==> src/rtl/trng_pkg.sv <==
// Shared definitions for the TRNG AXI4-Lite reader: FSM encoding, AXI response
// code, word geometry and the default TRNG data register address.
package trng_pkg;

    typedef enum logic [1:0] {
        StIdle = 2'd0,
        StAddr = 2'd1,
        StData = 2'd2,
        StOut  = 2'd3
    } trng_state_e;

    localparam logic [1:0]  RESP_OKAY         = 2'b00;
    localparam int unsigned BYTES_PER_WORD    = 4;
    localparam logic [31:0] TRNG_ADDR_DEFAULT = 32'h0000_0000;

endpackage

==> src/rtl/trng_byte_packer.sv <==
// Byte packer: inserts arriving bytes into a 32-bit word in arrival order
// (byte k lands in bits [8k+7:8k]) and flags the load that completes the word.
module trng_byte_packer #(
    parameter int unsigned BYTES_PER_WORD = 4
) (
    input  logic        clk,
    input  logic        rst_n,
    input  logic [7:0]  byte_in,
    input  logic        load,
    input  logic        clear,
    output logic [31:0] word,
    output logic        full
);

    localparam logic [1:0] LAST_IDX = 2'(BYTES_PER_WORD - 1);

    logic [31:0] word_q;
    logic [1:0]  byte_cnt_q;

    // full is asserted together with the load that fills the last byte lane
    assign full = load && (byte_cnt_q == LAST_IDX);
    assign word = word_q;

    // Insert register and byte counter; the counter wraps to 0 after a full word
    always_ff @(posedge clk or negedge rst_n) begin
        if (!rst_n) begin
            word_q     <= '0;
            byte_cnt_q <= '0;
        end else if (clear) begin
            word_q     <= '0;
            byte_cnt_q <= '0;
        end else if (load) begin
            word_q[{byte_cnt_q, 3'b000} +: 8] <= byte_in;
            byte_cnt_q                        <= byte_cnt_q + 2'd1;
        end
    end

endmodule

==> src/rtl/trng_axi_reader.sv <==
// AXI4-Lite read initiator polling the TRNG data register. Four random bytes are
// packed per 32-bit word and offered on a valid/ready stream; a run produces
// req_words words per start pulse with at most one read outstanding.
// Optional build macro TRNG_RD_TIMEOUT_EN adds an RVALID wait timeout.
module trng_axi_reader
    import trng_pkg::*;
#(
    parameter logic [31:0] TRNG_ADDR      = TRNG_ADDR_DEFAULT,
    parameter int unsigned BYTES_PER_WORD = trng_pkg::BYTES_PER_WORD,
    parameter int unsigned TIMEOUT_CYCLES = 255
) (
    input  logic        S_AXI_ACLK,
    input  logic        S_AXI_ARESETN,
    input  logic        start,
    input  logic [7:0]  req_words,
    output logic [31:0] M_AXI_ARADDR,
    output logic        M_AXI_ARVALID,
    input  logic        M_AXI_ARREADY,
    input  logic [31:0] M_AXI_RDATA,
    input  logic [1:0]  M_AXI_RRESP,
    input  logic        M_AXI_RVALID,
    output logic        M_AXI_RREADY,
    output logic [31:0] word_data,
    output logic        word_valid,
    input  logic        word_ready,
    output logic        busy,
    output logic        done,
    output logic        err
);

    trng_state_e state_q;
    logic [7:0]  req_q;
    logic [7:0]  word_cnt_q;
    logic        arvalid_q;
    logic        rready_q;
    logic        word_valid_q;
    logic        busy_q;
    logic        done_q;
    logic        err_q;

    logic        r_hs;
    logic        r_ok;
    logic        rd_abort;
    logic        to_hit;
    logic        pk_load;
    logic        pk_clear;
    logic        pk_full;
    logic [31:0] pk_word;

    // Only the low byte of RDATA carries entropy
    logic        unused_rdata;
    assign unused_rdata = ^M_AXI_RDATA[31:8];

    assign r_hs     = (state_q == StData) && M_AXI_RVALID;
    assign r_ok     = (M_AXI_RRESP == RESP_OKAY);
    assign pk_load  = r_hs && r_ok;
    assign rd_abort = (r_hs && !r_ok) || to_hit;
    // A new run or an aborted read discards any partial word
    assign pk_clear = ((state_q == StIdle) && start) || rd_abort;

`ifdef TRNG_RD_TIMEOUT_EN
    logic [7:0] to_cnt_q;

    assign to_hit = (state_q == StData) && !M_AXI_RVALID &&
                    (to_cnt_q == 8'(TIMEOUT_CYCLES - 1));

    // RVALID wait counter; held at zero outside DATA so every entry starts fresh
    always_ff @(posedge S_AXI_ACLK or negedge S_AXI_ARESETN) begin
        if (!S_AXI_ARESETN) begin
            to_cnt_q <= '0;
        end else if (state_q != StData) begin
            to_cnt_q <= '0;
        end else if (!M_AXI_RVALID) begin
            to_cnt_q <= to_cnt_q + 8'd1;
        end
    end
`else
    logic unused_timeout_cfg;
    assign unused_timeout_cfg = (TIMEOUT_CYCLES != 0);
    assign to_hit             = 1'b0;
`endif

    trng_byte_packer #(
        .BYTES_PER_WORD (BYTES_PER_WORD)
    ) u_packer (
        .clk     (S_AXI_ACLK),
        .rst_n   (S_AXI_ARESETN),
        .byte_in (M_AXI_RDATA[7:0]),
        .load    (pk_load),
        .clear   (pk_clear),
        .word    (pk_word),
        .full    (pk_full)
    );

    // Run controller with registered AXI and stream handshake outputs
    always_ff @(posedge S_AXI_ACLK or negedge S_AXI_ARESETN) begin
        if (!S_AXI_ARESETN) begin
            state_q      <= StIdle;
            req_q        <= '0;
            word_cnt_q   <= '0;
            arvalid_q    <= 1'b0;
            rready_q     <= 1'b0;
            word_valid_q <= 1'b0;
            busy_q       <= 1'b0;
            done_q       <= 1'b0;
            err_q        <= 1'b0;
        end else begin
            done_q <= 1'b0;
            case (state_q)
                StIdle: begin
                    if (start) begin
                        req_q      <= req_words;
                        word_cnt_q <= '0;
                        err_q      <= 1'b0;
                        if (req_words == 8'd0) begin
                            done_q <= 1'b1;
                        end else begin
                            state_q   <= StAddr;
                            arvalid_q <= 1'b1;
                            busy_q    <= 1'b1;
                        end
                    end
                end
                StAddr: begin
                    if (M_AXI_ARREADY) begin
                        arvalid_q <= 1'b0;
                        rready_q  <= 1'b1;
                        state_q   <= StData;
                    end
                end
                StData: begin
                    if (rd_abort) begin
                        rready_q <= 1'b0;
                        err_q    <= 1'b1;
                        done_q   <= 1'b1;
                        busy_q   <= 1'b0;
                        state_q  <= StIdle;
                    end else if (pk_load) begin
                        rready_q <= 1'b0;
                        if (pk_full) begin
                            word_valid_q <= 1'b1;
                            state_q      <= StOut;
                        end else begin
                            arvalid_q <= 1'b1;
                            state_q   <= StAddr;
                        end
                    end
                end
                StOut: begin
                    if (word_ready) begin
                        word_valid_q <= 1'b0;
                        word_cnt_q   <= word_cnt_q + 8'd1;
                        if (word_cnt_q + 8'd1 == req_q) begin
                            done_q  <= 1'b1;
                            busy_q  <= 1'b0;
                            state_q <= StIdle;
                        end else begin
                            arvalid_q <= 1'b1;
                            state_q   <= StAddr;
                        end
                    end
                end
                default: state_q <= StIdle;
            endcase
        end
    end

    assign M_AXI_ARADDR  = TRNG_ADDR;
    assign M_AXI_ARVALID = arvalid_q;
    assign M_AXI_RREADY  = rready_q;
    assign word_data     = pk_word;
    assign word_valid    = word_valid_q;
    assign busy          = busy_q;
    assign done          = done_q;
    assign err           = err_q;

endmodule
==> config.mk <==
export PLATFORM = sky130hd
export DESIGN_NAME = trng_axi_reader
export DESIGN_NICKNAME = d
export VERILOG_FILES = /design/src/rtl/trng_pkg.sv /design/src/rtl/trng_byte_packer.sv /design/src/rtl/trng_axi_reader.sv
export SDC_FILE = /design/constraint.sdc
export NUM_CORES = 1
export LEC_CHECK = 0
export ABC_CLOCK_PERIOD_IN_PS = 2500
export BUFFER_PORTS_ARGS = -buffer_cell sky130_fd_sc_hd__buf_2
export CORE_MARGIN = 5
export CORE_UTILIZATION = 35
export CTS_BUF_LIST = sky130_fd_sc_hd__clkbuf_8
export CTS_CLUSTER_SIZE = 16
export DETAILED_ROUTE_END_ITERATION = 10
export HOLD_SLACK_MARGIN = 0.02
export SETUP_SLACK_MARGIN = 0.1
export SKIP_LAST_GASP = 1
export SYNTH_ARGS = -nofsm -noshare
export SYNTH_HDL_FRONTEND = slang
export SYNTH_SLANG_ARGS = --single-unit
export TNS_END_PERCENT = 5
==> constraint.sdc <==
create_clock -name S_AXI_ACLK -period 2.5 [get_ports S_AXI_ACLK]
set_input_delay 0.5 -clock S_AXI_ACLK [delete_from_list [all_inputs] [get_ports S_AXI_ACLK]]
set_output_delay 0.5 -clock S_AXI_ACLK [all_outputs]
set_load 0.01 [all_outputs]
==> results_dict.tcl, run 1 <==
set metrics [dict create \
    std_cell_rows 35 \
    syn_inst 312 \
    crit_path_start_kind "flip-flop" \
    drc 0 \
    drt_iter0_drc 121 \
    p_sw_share_pct 37.7 \
    syn_to_final_growth_pct 16.3 \
    setup_ws_ps 346 \
    hp-class "primary input to asynchronous set/reset pin" \
    firstDrtPassIters 4 \
    crit_slowest_cell "nor4_4" \
    finalSetupViolations 0 \
    slew_viol_final 0 \
    die_x_um 106 \
    cts_buffers 9 \
    status "complete, no violations" \
    max_slew_margin_pct 49.7 \
    power_mw 3.72 \
    end_kind "flip-flop" \
    htree_levels 3 \
    combPwrFrac_pct 37.2 \
    place_area_um2 3550 \
    cp.arrival_ps 2430 \
    design_area_um2 3770 \
    post-place-ws_ps 337 \
    crit_type "flip-flop to flip-flop" \
    clk_latency_ps 340 \
    post-route-period-util_pct 86.2 \
    drive_above_1_share_pct 26.9 \
    finalCriticalPeriod_ps 2150 \
    synth-seq-cells 58 \
    leakage_nw 1.89 \
    grt_usage_pct 14.1 \
    hold_buffers 0 \
    syn_area_um2 3250 \
    post_cts_buffers 0 \
    yosysUniqueCellTypes 49 \
    cts_tree "yes" \
    grt_max_degree 59 \
    cpPeakStageDelay_ps 570 \
    via_per_inst 5.01 \
    path_cells "inv_1, ha_1, and2_1, nand3_2, nor4_4, a22o_1" \
    cts_resized 0 \
    wirelength_um 7500 \
    synth_edf_count 0 \
    tightestPinTransition_ps 750 \
    critPathMaxFanout 9 \
    fin_nets 439 \
    antenna_found_initial 0 \
    synth.avg_cell_area_um2 10.4 \
    timing.hold.ws_ps 294 \
    fin_util_pct 41.2 \
    via_count 2477 \
    fin_tns_setup_ps 0 \
    crit_required_ps 2780 \
    post_drt_wl_per_cell_um 15.2 \
    place.gp.congestion 0.843 \
    die_area_um2 11300 \
    clock-sinks 58 \
    numPortBuffers 61 \
    overflow 0 \
    p_sw_mw 1.40 \
    path_clk_slew_ps 80 \
    finalNonFillerCells 494 \
    io_pins 118 \
    p_int_mw 2.32 \
    power.ir.vdd_worst_uv 385 \
    dpl.cell_count 478 \
    finalHoldViolCount 0 \
    clock-root-buffer "clkbuf_8" \
    grt_pass1_wl_um 12700 \
    antenna_left 0 \
    cts_buffer_depth 2 \
    p_per_area_nw_per_um2 986 \
    core_area_um2 9150 \
    pwr-share-seq_pct 36.7 \
    start_util_pct 35.5 \
    maxCapViolCount 0 \
    fmax_ghz 0.464 \
    power.share.clock_pct 26.0 \
    skew_ps 10.7 \
    die_h_um 106 \
    detailed_place_hpwl_um 5460 \
    yosysWarnings 0 \
    yosys_most_used_dff "dfrtp_1" \
    rsz0062_at_grt "false" \
    nFillCells 881 \
    grt_pass1_vias 2506 \
    async_flop_share_pct 100 \
    n_antenna_cell 0 \
    yosysSeqAreaShare_pct 44.7 \
]
sequential cells by signal (all words and copies together), names as in the netlist:
| signal | cells |
|---|---|
| M_AXI_ARVALID | 1 |
| M_AXI_RREADY | 1 |
| busy | 1 |
| done | 1 |
| err | 1 |
| req_q | 8 |
| state_q | 2 |
| u_packer.byte_cnt_q | 2 |
| u_packer.word | 32 |
| word_cnt_q | 8 |
| word_valid | 1 |
placed cells by master (no fill, tap or decap), types with 2 or more instances in the layout:
cell type	count
dfrtp_1	58
nor3_2	2
a22oi_1	3
nor4_4	2
conb_1	32
nand3b_1	3
buf_4	7
bufinv_16	2
o21ai_0	13
nand2_1	24
o21bai_1	2
clkinv_2	2
nor3_1	7
mux2i_1	3
o21ai_1	6
or4_1	2
a31oi_1	2
mux2_2	8
xnor2_1	8
nand2b_1	4
nand4_1	4
buf_2	61
nor2b_1	2
ha_1	13
and3_1	3
xor2_1	4
clkbuf_8	10
a21oi_1	18
inv_1	10
nor2_1	12
nand3_1	5
a22o_1	32
cells by family after synthesis:
kind of cell	count (synthesis)	share of synthesized area [%]
buffers and inverters	53	10.4
and+or+nand+nor	78	13.8
other	1	0.116
AOI/OAI and AO/OA	85	18.5
adders and majority gates	13	5.01
muxes	11	3.70
xor gates and xnor gates	13	3.74
DFF	58	44.7
path summary, 6_finish.rpt:
check,end,cells past startpoint,from,slack [ps]
max in group asynchronous,u_packer.word[3],2,S_AXI_ARESETN,1710
hold reg to reg,M_AXI_RREADY,2,M_AXI_RREADY,480
setup / recovery,u_packer.word[26],6,state_q[0],350
hold / removal,word_cnt_q[6],2,S_AXI_ARESETN,290
setup reg to reg,u_packer.word[26],6,state_q[0],350
min in group S_AXI_ACLK,req_q[5],2,req_words[5],400
layout make-up:
cell class / instances / area (µm²) / share of cell area (%)
Sequential cell: 58 / 1450 / 38.5
Tap cell: 111 / 139 / 3.68
Timing Repair Buffer: 68 / 358 / 9.48
Multi-Input combinational cell: 232 / 1570 / 41.7
Clock inverter: 6 / 81.3 / 2.16
Clock buffer: 10 / 138 / 3.65
Inverter: 9 / 33.8 / 0.895
layer usage:
layer / vias up / global-route usage (%) / wire [µm]
li1: 1187 / - / -
met1: 1199 / 19.4 / 3570
met2: 83 / 21.1 / 3380
met3: 8 / 4.86 / 479
met4: 0 / 3.70 / 68
met5: - / 0 / 0
critical path, delay by kind of cell, from the launching register on:
family | cells | cell delay [ps]
buffers and inverters | 1 | 130
and+or+nand+nor | 3 | 990
adders and majority gates | 1 | 310
DFF | 1 | 440
AOI/OAI and AO/OA | 1 | 220
power by group through the flow:
stage / Clock (mW) / Sequential, mW / Combinational [mW]
after detailed placement: 0 / 1.38 / 1.39
after floorplan: 0 / 1.32 / 1.11
final: 0.969 / 1.37 / 1.39
after CTS: 0.987 / 1.37 / 1.40
after global placement: 0 / 1.38 / 1.37
after global routing: 1.04 / 1.40 / 1.58
synth_stat cells, types with 3 or more instances:
| master | instances | area [µm²] |
|---|---|---|
| dfrtp_1 | 58 | 1450 |
| a22o_1 | 32 | 280 |
| nand2b_1 | 4 | 25.0 |
| a21oi_1 | 18 | 90.1 |
| o21ai_1 | 6 | 30.0 |
| ha_1 | 13 | 163 |
| xnor2_1 | 8 | 70.1 |
| nand4_1 | 4 | 25.0 |
| xor2_1 | 4 | 35.0 |
| nor3_1 | 7 | 35.0 |
| nand3_1 | 5 | 25.0 |
| clkbuf_1 | 7 | 26.3 |
| mux2i_1 | 3 | 30.0 |
| mux2_2 | 8 | 90.1 |
| and3_1 | 3 | 18.8 |
| buf_2 | 3 | 15.0 |
| a22oi_1 | 3 | 22.5 |
| nand3b_1 | 3 | 22.5 |
| buf_4 | 32 | 240 |
| inv_1 | 9 | 33.8 |
| nand2_1 | 24 | 90.1 |
| nor2_1 | 12 | 45.0 |
| o21ai_0 | 13 | 65.1 |
Power figures use the tool's default switching activity.
==> inputs of run 2 (changes only) <==
--- a/config.mk
+++ b/config.mk
@@ -5,6 +5,7 @@
 export SDC_FILE = /design/constraint.sdc
 export NUM_CORES = 1
 export LEC_CHECK = 0
+export ABC_AREA = 1
 export ABC_CLOCK_PERIOD_IN_PS = 2500
 export BUFFER_PORTS_ARGS = -buffer_cell sky130_fd_sc_hd__buf_2
 export CORE_MARGIN = 5
==> results_dict.tcl, run 2 <==
set metrics [dict create \
    synth.avg_cell_area_um2 8.65 \
    maxCapViolCount 0 \
    crit_slowest_cell "dfrtp_1" \
    cpPeakStageDelay_ps 580 \
    die_x_um 107 \
    hold_buffers 0 \
    hp-class "primary input to asynchronous set/reset pin" \
    place.gp.congestion 0.794 \
    place_area_um2 3650 \
    fin_util_pct 41.9 \
    clock-sinks 58 \
    via_count 2712 \
    slew_viol_final 0 \
    critPathMaxFanout 12 \
    synth_edf_count 0 \
    yosys_most_used_dff "dfrtp_1" \
    ys_top_cells_by_area "dfrtp_1 (44%), nand2_1 (9.3%), buf_4 (7.2%)" \
    layout_commonest_cell "nand2_1" \
    fmax_ghz 0.483 \
    skew_ps 8.05 \
    cts_buffer_depth 2 \
    yosysSeqAreaShare_pct 43.7 \
    cts_tree "yes" \
    synth-seq-cells 58 \
    drive_above_1_share_pct 24.3 \
    die_h_um 107 \
    std_cell_rows 35 \
    fin_nets 513 \
    crit_path_start_kind "flip-flop" \
    syn_area_um2 3320 \
    synth_largest_type_area_fraction_pct 43.7 \
    seqCellArea_um2 1450 \
    leakage_nw 1.94 \
    htree_levels 3 \
    io_pins 118 \
    antenna_left 0 \
    cts_buffers 9 \
    critPathTopFamily "simple AND/OR/NAND/NOR gates" \
    yosysUniqueCellTypes 38 \
    drt_iter0_drc 50 \
    yosysWarnings 0 \
    numPortBuffers 61 \
    max_slew_margin_pct 61.1 \
    path_cells "inv_1, ha_1, inv_1, nand4_1, nor2_1, nand2_1, a21oi_2" \
    via_per_inst 4.63 \
    largest_reg_flops 32 \
    cts_resized 0 \
    wirelength_um 7820 \
    start_util_pct 36.0 \
    firstDrtPassIters 4 \
    overflow 0 \
    yosysTopAreaCell "dfrtp_1" \
    power.ir.vdd_worst_uv 478 \
    path_clk_slew_ps 70 \
    end_kind "flip-flop" \
    worst-path-buf-inv 2 \
    grt_max_degree 26 \
    drc 0 \
    finalHoldViolCount 0 \
    clock-root-buffer "clkbuf_8" \
    cpMostUsedCell "inv_1" \
    clk_latency_ps 340 \
    fin_tns_setup_ps 0 \
    multi_input_area_um2 1570 \
    post-route-period-util_pct 82.8 \
    p_per_area_nw_per_um2 1200 \
    async_flop_share_pct 100 \
    detailed_place_hpwl_um 6060 \
    crit_required_ps 2770 \
    post_cts_buffers 0 \
    crit_type "flip-flop to flip-flop" \
    core_area_um2 9240 \
    synth_commonest_cells "nand2_1 (82), dfrtp_1 (58), nor2_1 (35)" \
    status "complete, no violations" \
    nFillCells 917 \
    power_mw 4.66 \
    syn_inst 384 \
    antenna_found_initial 0 \
    grt_pass1_vias 2639 \
    cp.arrival_ps 2340 \
    synth_most_common_cell "nand2_1" \
    final_cell_mix "nand2_1 (82), buf_2 (61), dfrtp_1 (58), nor2_1 (35), conb_1 (32)" \
    die_area_um2 11500 \
    tightestPinTransition_ps 579 \
    grt_usage_pct 14.0 \
    n_antenna_cell 0 \
    finalSetupViolations 0 \
    design_area_um2 3870 \
    syn_to_final_growth_pct 16.5 \
    grt_pass1_wl_um 12800 \
    finalCriticalPeriod_ps 2070 \
    rsz0062_at_grt "false" \
    post_drt_wl_per_cell_um 13.3 \
]
-- run 2: layer usage --
metal / share of wire, % / GRT usage (%)
met1: 43 / 17.9
met4: 1.0 / 3.79
met3: 6.9 / 4.38
met5: 0 / 0
met2: 49 / 22.9
-- run 2: logic make-up after synthesis --
| logic type | Yosys count | share of synthesized area (%) |
|---|---|---|
| buffers and inverters | 72 | 12.5 |
| AO/OA/AOI/OAI | 55 | 10.8 |
| adder cells (fa/ha/maj) | 13 | 4.89 |
| other | 1 | 0.113 |
| XOR/XNOR | 2 | 0.527 |
| AND/OR/NAND/NOR | 177 | 25.4 |
| multiplexers | 6 | 2.03 |
| flip-flops | 58 | 43.7 |
-- run 2: per-stage QoR --
| step | std cells | worst slack [ps] | hold WS, ps |
|---|---|---|---|
| finish | 586 | 429 | 140 |
| global route | 586 | 177 | 182 |
| CTS | 586 | 421 | 152 |
| detailed placement | 570 | 427 | 460 |
| global placement | 570 | 489 | 462 |
| floorplan | 415 | 444 | 204 |
-- run 2: report_power, final --
| group | total, mW | switching [mW] | leakage (nW) | internal (mW) |
|---|---|---|---|---|
| sequential | 1.58 | 0.271 | 0.735 | 1.31 |
| combinational | 2.12 | 1.33 | 1.09 | 0.789 |
| clock | 0.967 | 0.386 | 0.113 | 0.581 |
| total | 4.66 | 1.98 | 1.94 | 2.68 |
-- run 2: final timing paths --
kind,cells after the start,from,slack (ps),to
worst min register to register,2,u_packer.word[15],470,u_packer.word[15]
worst max-delay path,7,u_packer.byte_cnt_q[0],430,u_packer.word[7]
worst min-delay path,1,S_AXI_ARESETN,140,req_q[6]
min in group S_AXI_ACLK,2,req_words[5],410,req_q[5]
max in group asynchronous,2,S_AXI_ARESETN,1700,u_packer.word[29]
worst max register to register,7,u_packer.byte_cnt_q[0],430,u_packer.word[7]
-- run 2: worst register-to-register path: stages (launching register included) --
cell,delay (ps)
dfrtp_1,580
inv_1,200
ha_1,320
inv_1,80
nand4_1,80
nor2_1,440
nand2_1,140
a21oi_2,150
-- run 2: layout make-up --
type                            instances  area share (%)
Tap cell                              129            4.17
Clock buffer                           10            3.56
Timing Repair Buffer                   67            9.05
Sequential cell                        58            37.5
Inverter                               31            3.01
Clock inverter                          6            2.10
Multi-Input combinational cell        285            40.6
==> inputs of run 3 (changes only) <==
--- a/config.mk
+++ b/config.mk
@@ -6,7 +6,7 @@
 export NUM_CORES = 1
 export LEC_CHECK = 0
 export ABC_AREA = 1
-export ABC_CLOCK_PERIOD_IN_PS = 2500
+export ABC_CLOCK_PERIOD_IN_PS = 2100
 export BUFFER_PORTS_ARGS = -buffer_cell sky130_fd_sc_hd__buf_2
 export CORE_MARGIN = 5
 export CORE_UTILIZATION = 35
==> constraint.sdc (replaced) <==
create_clock -name S_AXI_ACLK -period 2.1 [get_ports S_AXI_ACLK]
set_input_delay 0.42 -clock S_AXI_ACLK [delete_from_list [all_inputs] [get_ports S_AXI_ACLK]]
set_output_delay 0.42 -clock S_AXI_ACLK [all_outputs]
set_load 0.01 [all_outputs]
==> results_dict.tcl, run 3 (synthesized netlist as in run 2, its figures left out) <==
set metrics [dict create \
    die_h_um 107 \
    post_drt_wl_per_cell_um 13.6 \
    htree_levels 3 \
    ff2ff_path_depth 11 \
    largest_reg_flops 32 \
    numPortBuffers 61 \
    fin_util_pct 42.2 \
    core_area_um2 9240 \
    crit_type "flip-flop to flip-flop" \
    grt_usage_pct 14.2 \
    drive_above_1_share_pct 26.0 \
    crit_start "word_cnt_q[1]" \
    rrSetupSlack_ps 250 \
    timing.rr.start "word_cnt_q[1]" \
    status "complete, no violations" \
    clock-sinks 58 \
    drt_iter0_drc 88 \
    crit_required_ps 2330 \
    cts_tree "yes" \
    critPathMaxFanout 5 \
    die_area_um2 11500 \
    die_x_um 107 \
    via_count 2765 \
    rsz0062_at_grt "true" \
    grt_pass1_vias 2711 \
    power.ir.vdd_worst_uv 627 \
    timing.rr.end "busy" \
    cp.arrival_ps 2090 \
    hold_buffers 0 \
    slew_viol_final 0 \
    antenna_left 0 \
    finalHoldViolCount 0 \
    firstDrtPassIters 4 \
    overflow 0 \
    post-route-period-util_pct 88.3 \
    fmax_ghz 0.539 \
    fin_nets 517 \
    syn_to_final_growth_pct 17.4 \
    final_cell_mix "nand2_1 (82), buf_2 (61), dfrtp_1 (58), nor2_1 (32), conb_1 (32)" \
    std_cell_rows 35 \
    clk_latency_ps 350 \
    io_pins 118 \
    place.gp.congestion 0.808 \
    finalCriticalPeriod_ps 1850 \
    clock-root-buffer "clkbuf_8" \
    tightestPinTransition_ps 634 \
    via_per_inst 4.69 \
    multi_input_area_um2 1590 \
    detailed_place_hpwl_um 5990 \
    hp-class "primary input to asynchronous set/reset pin" \
    nFillCells 944 \
    crit_path_end "busy" \
    path_clk_slew_ps 70 \
    post-place-ws_ps 129 \
    crit_path_start_kind "flip-flop" \
    start_util_pct 36.0 \
    wirelength_um 8020 \
    max_slew_margin_pct 57.4 \
    grt_pass1_wl_um 12900 \
    p_per_area_nw_per_um2 1410 \
    seqCellArea_um2 1450 \
    fin_tns_setup_ps 0 \
    antenna_found_initial 0 \
    end_kind "flip-flop" \
    drc 0 \
    cts_buffers 9 \
    leakage_nw 1.96 \
    finalSetupViolations 0 \
    maxCapViolCount 0 \
    n_antenna_cell 0 \
    grt_max_degree 59 \
    layout_commonest_cell "nand2_1" \
    skew_ps 12.8 \
    cts_buffer_depth 2 \
    timing.hold.ws_ps 67.1 \
    setup_ws_ps 245 \
]
==> run 3: cell count changes in the layout (fill, tap and decap cells not counted), sizes merged <==
cell	delta
buf	+4
bufinv	-1
clkbuf	-1
clkinv	+1
clkinvlp	-1
inv	+2
==> run 3: worst max-delay path, cell delays in order, from the launching register on <==
cell,delay (ps)
dfrtp_1,430
ha_1,330
xnor2_1,160
nand2_1,70
nor2_1,160
nand3_1,100
nor2_2,160
nand2_1,80
nand2_2,70
nand3_1,60
nand2_1,60
nand2_1,40
==> run 3: worst min-delay path by stage <==
stage	startpoint	endpoint	slack [ps]	cells past startpoint
global placement	S_AXI_ARESETN	req_q[6]	450	2
CTS	S_AXI_ARESETN	req_q[6]	70	2
global route	S_AXI_ARESETN	req_q[6]	90	2
finish	S_AXI_ARESETN	req_q[6]	70	2
floorplan	S_AXI_ARESETN	M_AXI_ARVALID	120	0
detailed placement	S_AXI_ARESETN	word_cnt_q[6]	450	2
==> run 3: stage by stage <==
step,power (mW),cell area [µm²],std cells
after global routing,5.97,3900,590
after global placement,4.41,3690,573
after detailed placement,4.48,3690,573
final,5.50,3900,590
after CTS,5.51,3870,589
after floorplan,3.74,3440,415
==> run 3: per-layer routing <==
| metal | share of wire (%) | GRT usage (%) | wire length (µm) |
|---|---|---|---|
| met5 | 0 | 0 | 0 |
| met4 | 2.1 | 6.04 | 165 |
| met3 | 5.5 | 3.54 | 444 |
| met2 | 48 | 23.2 | 3880 |
| met1 | 44 | 17.8 | 3520 |
==> run 3: layout make-up <==
type	instances	share of cell area (%)
Clock buffer	9	3.18
Inverter	31	2.98
Timing Repair Buffer	71	10.1
Tap cell	129	4.14
Clock inverter	7	1.57
Sequential cell	58	37.2
Multi-Input combinational cell	285	40.8
==> run 3: where the power goes <==
group / switching (mW) / internal, mW
combinational: 1.67 / 0.991
clock: 0.464 / 0.537
sequential: 0.282 / 1.56
total: 2.42 / 3.08
==> run 3: repair_timing <==
item,CTS,global route
buffers inserted,0,1
endpoints found under the setup margin,0,36
hold endpoints to repair,0,0
gates resized for setup,0,6
